**src/rtl/tff_state_monitor.sv**
```systemverilog
// ---------------------------------------------------------------------------
// tff_state_monitor
//
// Purpose:
//   Watches the two state bits {A,B} of an upstream T-flip-flop circuit. On
//   every enabled clock it samples the pair and tracks several things:
//     - how many state changes it has seen (saturating counter)
//     - how long the current state has been held (saturating counter)
//     - whether the state has been held for too long (stuck level)
//     - whether the Gray-order walk 00 -> 01 -> 11 -> 10 just completed
//       (seq_match, a one-cycle pulse)
//   The first enabled sample after reset only "primes" the monitor. It loads
//   cur_state without counting a transition, because there is no earlier
//   sample to compare it against.
//
// Optional feature (macro TFF_MON_ILLEGAL_EN):
//   When defined, the block adds the outputs illegal and err_sticky. They
//   flag transitions that flip both bits at once, which a Gray-stepping
//   counter should never produce. When the macro is undefined, neither the
//   ports nor the logic exist.
//
// Parameters:
//   CNT_W       width of trans_count (saturating)
//   HOLD_W      width of hold_count (saturating)
//   STUCK_LIMIT hold_count value at which stuck asserts;
//               1 <= STUCK_LIMIT <= 2**HOLD_W-1
//
// Ports:
//   clk          in   rising-edge system clock
//   reset        in   asynchronous, active-high reset
//   en           in   sample enable; when low, all state is frozen
//   a_in         in   A output of the upstream circuit (MSB of the state)
//   b_in         in   B output of the upstream circuit (LSB of the state)
//   cur_state    out  last sampled {A,B}
//   trans_count  out  number of observed state changes
//   hold_count   out  consecutive enabled samples without a change
//   stuck        out  high while hold_count >= STUCK_LIMIT
//   seq_match    out  one-cycle pulse on completing 00->01->11->10
//   illegal      out  (TFF_MON_ILLEGAL_EN) one-cycle pulse on a two-bit jump
//   err_sticky   out  (TFF_MON_ILLEGAL_EN) set by illegal, cleared by reset
// ---------------------------------------------------------------------------
module tff_state_monitor #(
  parameter int CNT_W       = 8,
  parameter int HOLD_W      = 8,
  parameter int STUCK_LIMIT = 16
) (
  input  logic              clk,
  input  logic              reset,
  input  logic              en,
  input  logic              a_in,
  input  logic              b_in,
  output logic [1:0]        cur_state,
  output logic [CNT_W-1:0]  trans_count,
  output logic [HOLD_W-1:0] hold_count,
  output logic              stuck,
  output logic              seq_match
`ifdef TFF_MON_ILLEGAL_EN
  ,
  output logic              illegal,
  output logic              err_sticky
`endif
);

  // Sequence-detector progress: how much of 00->01->11->10 has been seen.
  typedef enum logic [1:0] {
    IDLE = 2'd0,
    S00  = 2'd1,
    S01  = 2'd2,
    S11  = 2'd3
  } seq_state_t;

  localparam logic [CNT_W-1:0]  TRANS_MAX = {CNT_W{1'b1}};
  localparam logic [HOLD_W-1:0] HOLD_MAX  = {HOLD_W{1'b1}};
  localparam logic [HOLD_W-1:0] STUCK_THR = HOLD_W'(STUCK_LIMIT);

  seq_state_t        seq_state, seq_state_nxt;
  logic              primed, primed_nxt;
  logic [1:0]        cur_state_nxt;
  logic [CNT_W-1:0]  trans_count_nxt;
  logic [HOLD_W-1:0] hold_count_nxt;
  logic [HOLD_W-1:0] hold_inc;
  logic              stuck_nxt;
  logic              seq_match_nxt;
  logic [1:0]        sample;
  logic              changed;

`ifdef TFF_MON_ILLEGAL_EN
  logic              illegal_nxt;
  logic              err_sticky_nxt;
`endif

  assign sample   = {a_in, b_in};
  assign changed  = (sample != cur_state);
  // Saturating increment of the hold counter. This value is used both as
  // the new count and as the operand of the stuck comparison.
  assign hold_inc = (hold_count == HOLD_MAX) ? HOLD_MAX : hold_count + HOLD_W'(1);

  // Next-state and next-output logic for every register in the block.
  // The block has three branches:
  //   - priming: the first enabled sample after reset
  //   - transition: the sample differs from cur_state
  //   - hold: the sample equals cur_state
  // Pulse outputs default to 0, so an edge with en low also drives them low.
  always_comb begin
    seq_state_nxt   = seq_state;
    primed_nxt      = primed;
    cur_state_nxt   = cur_state;
    trans_count_nxt = trans_count;
    hold_count_nxt  = hold_count;
    stuck_nxt       = stuck;
    seq_match_nxt   = 1'b0;
`ifdef TFF_MON_ILLEGAL_EN
    illegal_nxt     = 1'b0;
    err_sticky_nxt  = err_sticky;
`endif

    if (en) begin
      if (!primed) begin
        // No earlier sample exists, so only load the state and arm the
        // detector if the walk could start right here.
        primed_nxt     = 1'b1;
        cur_state_nxt  = sample;
        hold_count_nxt = '0;
        seq_state_nxt  = (sample == 2'b00) ? S00 : IDLE;
      end else if (changed) begin
        cur_state_nxt   = sample;
        trans_count_nxt = (trans_count == TRANS_MAX) ? TRANS_MAX
                                                     : trans_count + CNT_W'(1);
        hold_count_nxt  = '0;
        stuck_nxt       = 1'b0;

        // The detector only advances on real transitions. Any value that
        // breaks the walk falls back to S00 when it is 00, because a fresh
        // walk starts from that state, and to IDLE otherwise.
        unique case (seq_state)
          S00: seq_state_nxt = (sample == 2'b01) ? S01 :
                               (sample == 2'b00) ? S00 : IDLE;
          S01: seq_state_nxt = (sample == 2'b11) ? S11 :
                               (sample == 2'b00) ? S00 : IDLE;
          S11: begin
            if (sample == 2'b10) begin
              seq_state_nxt = IDLE;
              seq_match_nxt = 1'b1;
            end else begin
              seq_state_nxt = (sample == 2'b00) ? S00 : IDLE;
            end
          end
          default: seq_state_nxt = (sample == 2'b00) ? S00 : IDLE;
        endcase

`ifdef TFF_MON_ILLEGAL_EN
        // A two-bit jump means both bits flipped on the same edge.
        if ((sample ^ cur_state) == 2'b11) begin
          illegal_nxt    = 1'b1;
          err_sticky_nxt = 1'b1;
        end
`endif
      end else begin
        hold_count_nxt = hold_inc;
        stuck_nxt      = (hold_inc >= STUCK_THR);
      end
    end
  end

  // State and output registers. The reset is asynchronous, so the
  // partial sequence progress and the primed flag are discarded at once.
  always_ff @(posedge clk or posedge reset) begin
    if (reset) begin
      seq_state   <= IDLE;
      primed      <= 1'b0;
      cur_state   <= 2'b00;
      trans_count <= '0;
      hold_count  <= '0;
      stuck       <= 1'b0;
      seq_match   <= 1'b0;
    end else begin
      seq_state   <= seq_state_nxt;
      primed      <= primed_nxt;
      cur_state   <= cur_state_nxt;
      trans_count <= trans_count_nxt;
      hold_count  <= hold_count_nxt;
      stuck       <= stuck_nxt;
      seq_match   <= seq_match_nxt;
    end
  end

`ifdef TFF_MON_ILLEGAL_EN
  // Registers for the illegal-jump flags. Only reset clears err_sticky.
  always_ff @(posedge clk or posedge reset) begin
    if (reset) begin
      illegal    <= 1'b0;
      err_sticky <= 1'b0;
    end else begin
      illegal    <= illegal_nxt;
      err_sticky <= err_sticky_nxt;
    end
  end
`endif

endmodule

```
**config.mk**
```make
export PLATFORM = sky130hd
export DESIGN_NAME = tff_state_monitor
export DESIGN_NICKNAME = d
export VERILOG_FILES = /design/src/rtl/tff_state_monitor.sv
export SDC_FILE = /design/constraint.sdc
export NUM_CORES = 1
export LEC_CHECK = 0
export ABC_AREA = 1
export CAP_MARGIN = 20
export CORE_MARGIN = 2
export CORE_UTILIZATION = 50
export CTS_BUF_LIST = sky130_fd_sc_hd__clkbuf_16
export DETAILED_ROUTE_END_ITERATION = 7
export PLACE_DENSITY = 0.82
export SYNTH_ARGS = -nofsm -noshare
export SYNTH_HDL_FRONTEND = slang
export SYNTH_SLANG_ARGS = --single-unit
```
**constraint.sdc**
```tcl
create_clock -name clk -period 2.9 [get_ports clk]
set_input_delay 0.58 -clock clk [delete_from_list [all_inputs] [get_ports clk]]
set_output_delay 0.58 -clock clk [all_outputs]
set_load 0.05 [all_outputs]
```
Word level (Yosys, flattened, before mapping)
Cells that the tools add are included.
{"block": "totals", "reg_bits": 23, "in_bits": 5, "wordCells": 43}
{"block": "op_classes", "add_sub_neg": 2, "order_cmp": 1, "n_eq_ne": 10, "mux": 19, "reduce_logical": 4}
{"operator": "two-way mux 8 bit", "count": 4}
{"operator": "adder 8 x 1 -> 8 bit (second input constant)", "count": 2}
{"operator": "== test 8 bit (second input constant)", "count": 2}
{"operator": "two-way mux 2 bit", "count": 6}
{"operator": "== test 2 bit (second input constant)", "count": 4}
{"operator": "greater-or-equal comparator 8 x 5 -> 1 bit (second input constant)", "count": 1}
{"operator": "two-way mux 1 bit", "count": 8}
{"operator": "one-hot mux 2 bit (3 select lines)", "count": 1}
{"operator": "== test 2 x 1 -> 1 bit (second input constant)", "count": 2}
{"operator": "AND reduction 2 bit", "count": 2}
{"operator": "AND reduction 3 bit", "count": 1}
{"operator": "zero test 2 bit", "count": 1}
{"operator": "!= test 2 x 1 -> 1 bit (second input constant)", "count": 1}
{"operator": "!= test 2 bit", "count": 1}

Logic depth before layout (Yosys ltp)
{"block": "logic_depth", "ltp_word": 6, "ltp_mapped": 10}

Worst setup path after synthesis
OpenSTA, ideal clock, no wires.
{"block": "synth_timing", "kind": "reg2reg", "start": "register trans_count[0]", "end": "register trans_count[2]", "setup_time_ns": 0.069, "t_arrival_ns": 1.592, "required_time_ns": 2.831, "path_slack_ns": 1.238, "path_stages_with_launch": 10, "n_path_buf": 0, "synth_period_minus_slack_ns": 1.662, "cell_sequence": "dfrtp_1 > ha_1 > nand2_1 > nor2_1 > nand2_1 > inv_1 > nand3_1 > inv_1 > nand2_1 > nand3_1"}
{"block": "synth_via", "elab_chain_cells": 2}
{"item": "start: declaration", "line": "53", "rtl": "output logic [CNT_W-1:0] trans_count,"}
{"item": "start signal: assignment", "line": "180", "rtl": "trans_count <= trans_count_nxt;"}
{"item": "adder 8 x 1 -> 8 bit or == test 8 bit (tied branches)", "line": "128, 127"}
{"item": "two-way mux 8 bit (*)", "line": "127", "rtl": "trans_count_nxt = (trans_count == TRANS_MAX) ? TRANS_MAX"}
Mark *: on every way between the ends. The rest lies on a longest branch, timed or not.
A chain may end at the register's enable or synchronous reset.

Worst setup path after layout
{"block": "layout_timing", "start": "register hold_count[2]", "end": "output hold_count[2]"}
{"item": "start: declaration", "line": "54", "rtl": "output logic [HOLD_W-1:0] hold_count,"}
{"item": "start signal: assignment", "line": "181", "rtl": "hold_count <= hold_count_nxt;"}
No word-level cell between the ends.

==> qor.yml <==
status: "finished, final reports clean"
finClkSkew_ps: 3.27
final_cell_mix: "nand2_1, inv_1, nand3_1, clkdlybuf4s50_1, dfrtp_1"
drt_first_iter_violations: 56
setup_viol: 0
power_density_nw_per_um2: 676
antennaDiodeCount: 0
synthesis.area_um2: 1400
areaGrowthSynthToFinish_pct: 24.9
grt_overflow: 0
synth_cell_type_count: 23
seqCellArea_um2: 576
drive_above_1_share_pct: 7.24
worst-path-buf-inv: 1
io_buffers: 24
avgSynthCellArea_um2: 7.20
clock_latency_ps: 250
routed_wl_mm: 2.78
firstDrtPassIters: 4
detail_route.wl_per_cell_um: 11.0
path_cells: "clkdlybuf4s50_1"
async_flop_share_pct: 100
nFillCells: 240
cts-resized-gates: 0
critical-path-top-delay-family: "buffers and inverters"
crit_slowest_cell: "clkdlybuf4s50_1"
slew_headroom_pct: 43.1
cts_buffers: 3
yosys_warnings: 0
required_ps: 2320
stdcell_count: 252
ys.flop_type: "dfrtp_1"
synth_edf_count: 0
power_w: 0.00118
ff2ff_setup_slack_ps: 1390
route.detailed.drc: 0
fp.dieW_um: 56.9
synth_top_area_share_pct: 41.2
placed_cells: 248
maxClockFrequency_ghz: 0.462
syn_inst: 194
cts_tree: "yes"
htree_levels: 1
core_area_um2: 2710
final_common_cell: "nand2_1"
start_kind: "register"
gp_congestion: 0.832
cts-root-buf: "clkbuf_16"
grt_max_degree: 24
clockBufferDepth: 2
cts_sinks: 23
final_hold_viol_count: 0
synth-seq-area-share_pct: 41.2
rows: 19
slew_violations: 0
criticalPathCategory: "register to primary output"
dieArea_um2: 3230
synth_fp_nets: 206
maxCapViolations: 0
finalCritPeriodShare_pct: 74.7
clk_pin_slew_ps: 60
max-vdd-ir-drop_mv: 0.753
final_antenna_net_count: 0
antenna_found_initial: 0
ys_ff_latch: 23
final.setup.tns_ps: 0
endpoint_kind: "primary output"
route.vias.total: 1271
rsz0062_at_grt: "false"
hpwl_mm: 2.05
crit_path_max_fanout: 8
hp-class: "register to register"
multiInputGateArea_um2: 709
start_util_pct: 51.6
cpPeakStageDelay_ps: 850
first_global_vias: 1130
worstPathArrival_ps: 1590
grt_use_total_pct: 19.0
die_h_um: 56.9
total_leakage_power_nw: 0.882
grt_pass1_wl_mm: 4.97
synth_area_leader_cell: "dfrtp_1"
worst_slew_pin_slew_ps: 852
cts_hold_buf: 0
synth_area_leaders: "dfrtp_1, nand2_1, nand3_1"
pin_count: 25
vias_per_cell: 5.04
nNetsFinal: 234
post_cts_buffers: 0
timing.final.crit_period_ps: 2170
-- final cells by class --
cell class	instances	share of cell area [%]
Multi-Input combinational cell	143	40.6
Sequential cell	23	33.0
Timing Repair Buffer	24	13.8
Inverter	27	5.81
Clock buffer	3	4.30
Tap cell	31	2.22
Clock inverter	1	0.287
-- path summary, 6_finish.rpt --
check	cells past startpoint	startpoint	to
worst max register to register	9	trans_count[0]$_DFFE_PP0P_	trans_count[1]$_DFFE_PP0P_
worst min register to register	2	cur_state[0]$_DFFE_PP0P_	cur_state[0]$_DFFE_PP0P_
worst min-delay path	2	cur_state[0]$_DFFE_PP0P_	cur_state[0]$_DFFE_PP0P_
worst max-delay path	1	hold_count[2]$_DFFE_PP0P_	hold_count[2]
min in group asynchronous	2	reset	seq_match$_DFF_PP0_
max in group asynchronous	2	reset	cur_state[1]$_DFFE_PP0P_
-- flip-flops by register name, indices dropped and copies added, names as in the netlist --
| register | count |
|---|---|
| cur_state | 2 |
| hold_count | 8 |
| primed | 1 |
| seq_match | 1 |
| seq_state | 2 |
| stuck | 1 |
| trans_count | 8 |
-- cells by family after synthesis --
family,count (synthesis),share of synthesized area (%)
AOI/OAI and AO/OA,19,7.16
xor gates and xnor gates,1,0.627
adders and majority gates,7,6.27
buffers and inverters,28,8.06
DFF,23,41.2
and+or+nand+nor,116,36.7
-- power by group --
part	switching (W)	internal (W)
Sequential	0.0000645	0.000375
Clock	0.000110	0.000185
Combinational	0.000300	0.000146
Total	0.000475	0.000706
-- synthesized netlist by cell type (2+ instances only) --
| library cell | number |
|---|---|
| dfrtp_1 | 23 |
| o21ai_0 | 14 |
| nand3b_1 | 2 |
| nor2_2 | 3 |
| nand3_1 | 24 |
| nand2_2 | 4 |
| nand2_1 | 68 |
| o21ai_1 | 2 |
| ha_1 | 7 |
| inv_2 | 2 |
| nor2_1 | 10 |
| inv_1 | 24 |
-- routing by layer --
layer / part of all wire [%] / vias to the layer above / track usage, % / wire, µm
li1: - / 661 / - / -
met5: 0 / - / 0 / 0
met4: 0.65 / 0 / 3.99 / 18
met1: 49 / 576 / 28.3 / 1370
met3: 5.0 / 2 / 2.76 / 140
met2: 45 / 32 / 29.6 / 1260
-- metrics by stage --
| step | worst slack (ps) | hold WS, ps | area (µm²) | utilization (%) |
|---|---|---|---|---|
| floorplan | 1240 | 507 | 1400 | - |
| global placement | 891 | 511 | 1670 | 61.4 |
| detailed placement | 823 | 521 | 1670 | 61.4 |
| CTS | 748 | 547 | 1750 | 64.4 |
| global route | 713 | 587 | 1750 | 64.4 |
| finish | 735 | 537 | 1750 | 64.4 |
(Power assumes the default switching activity.)
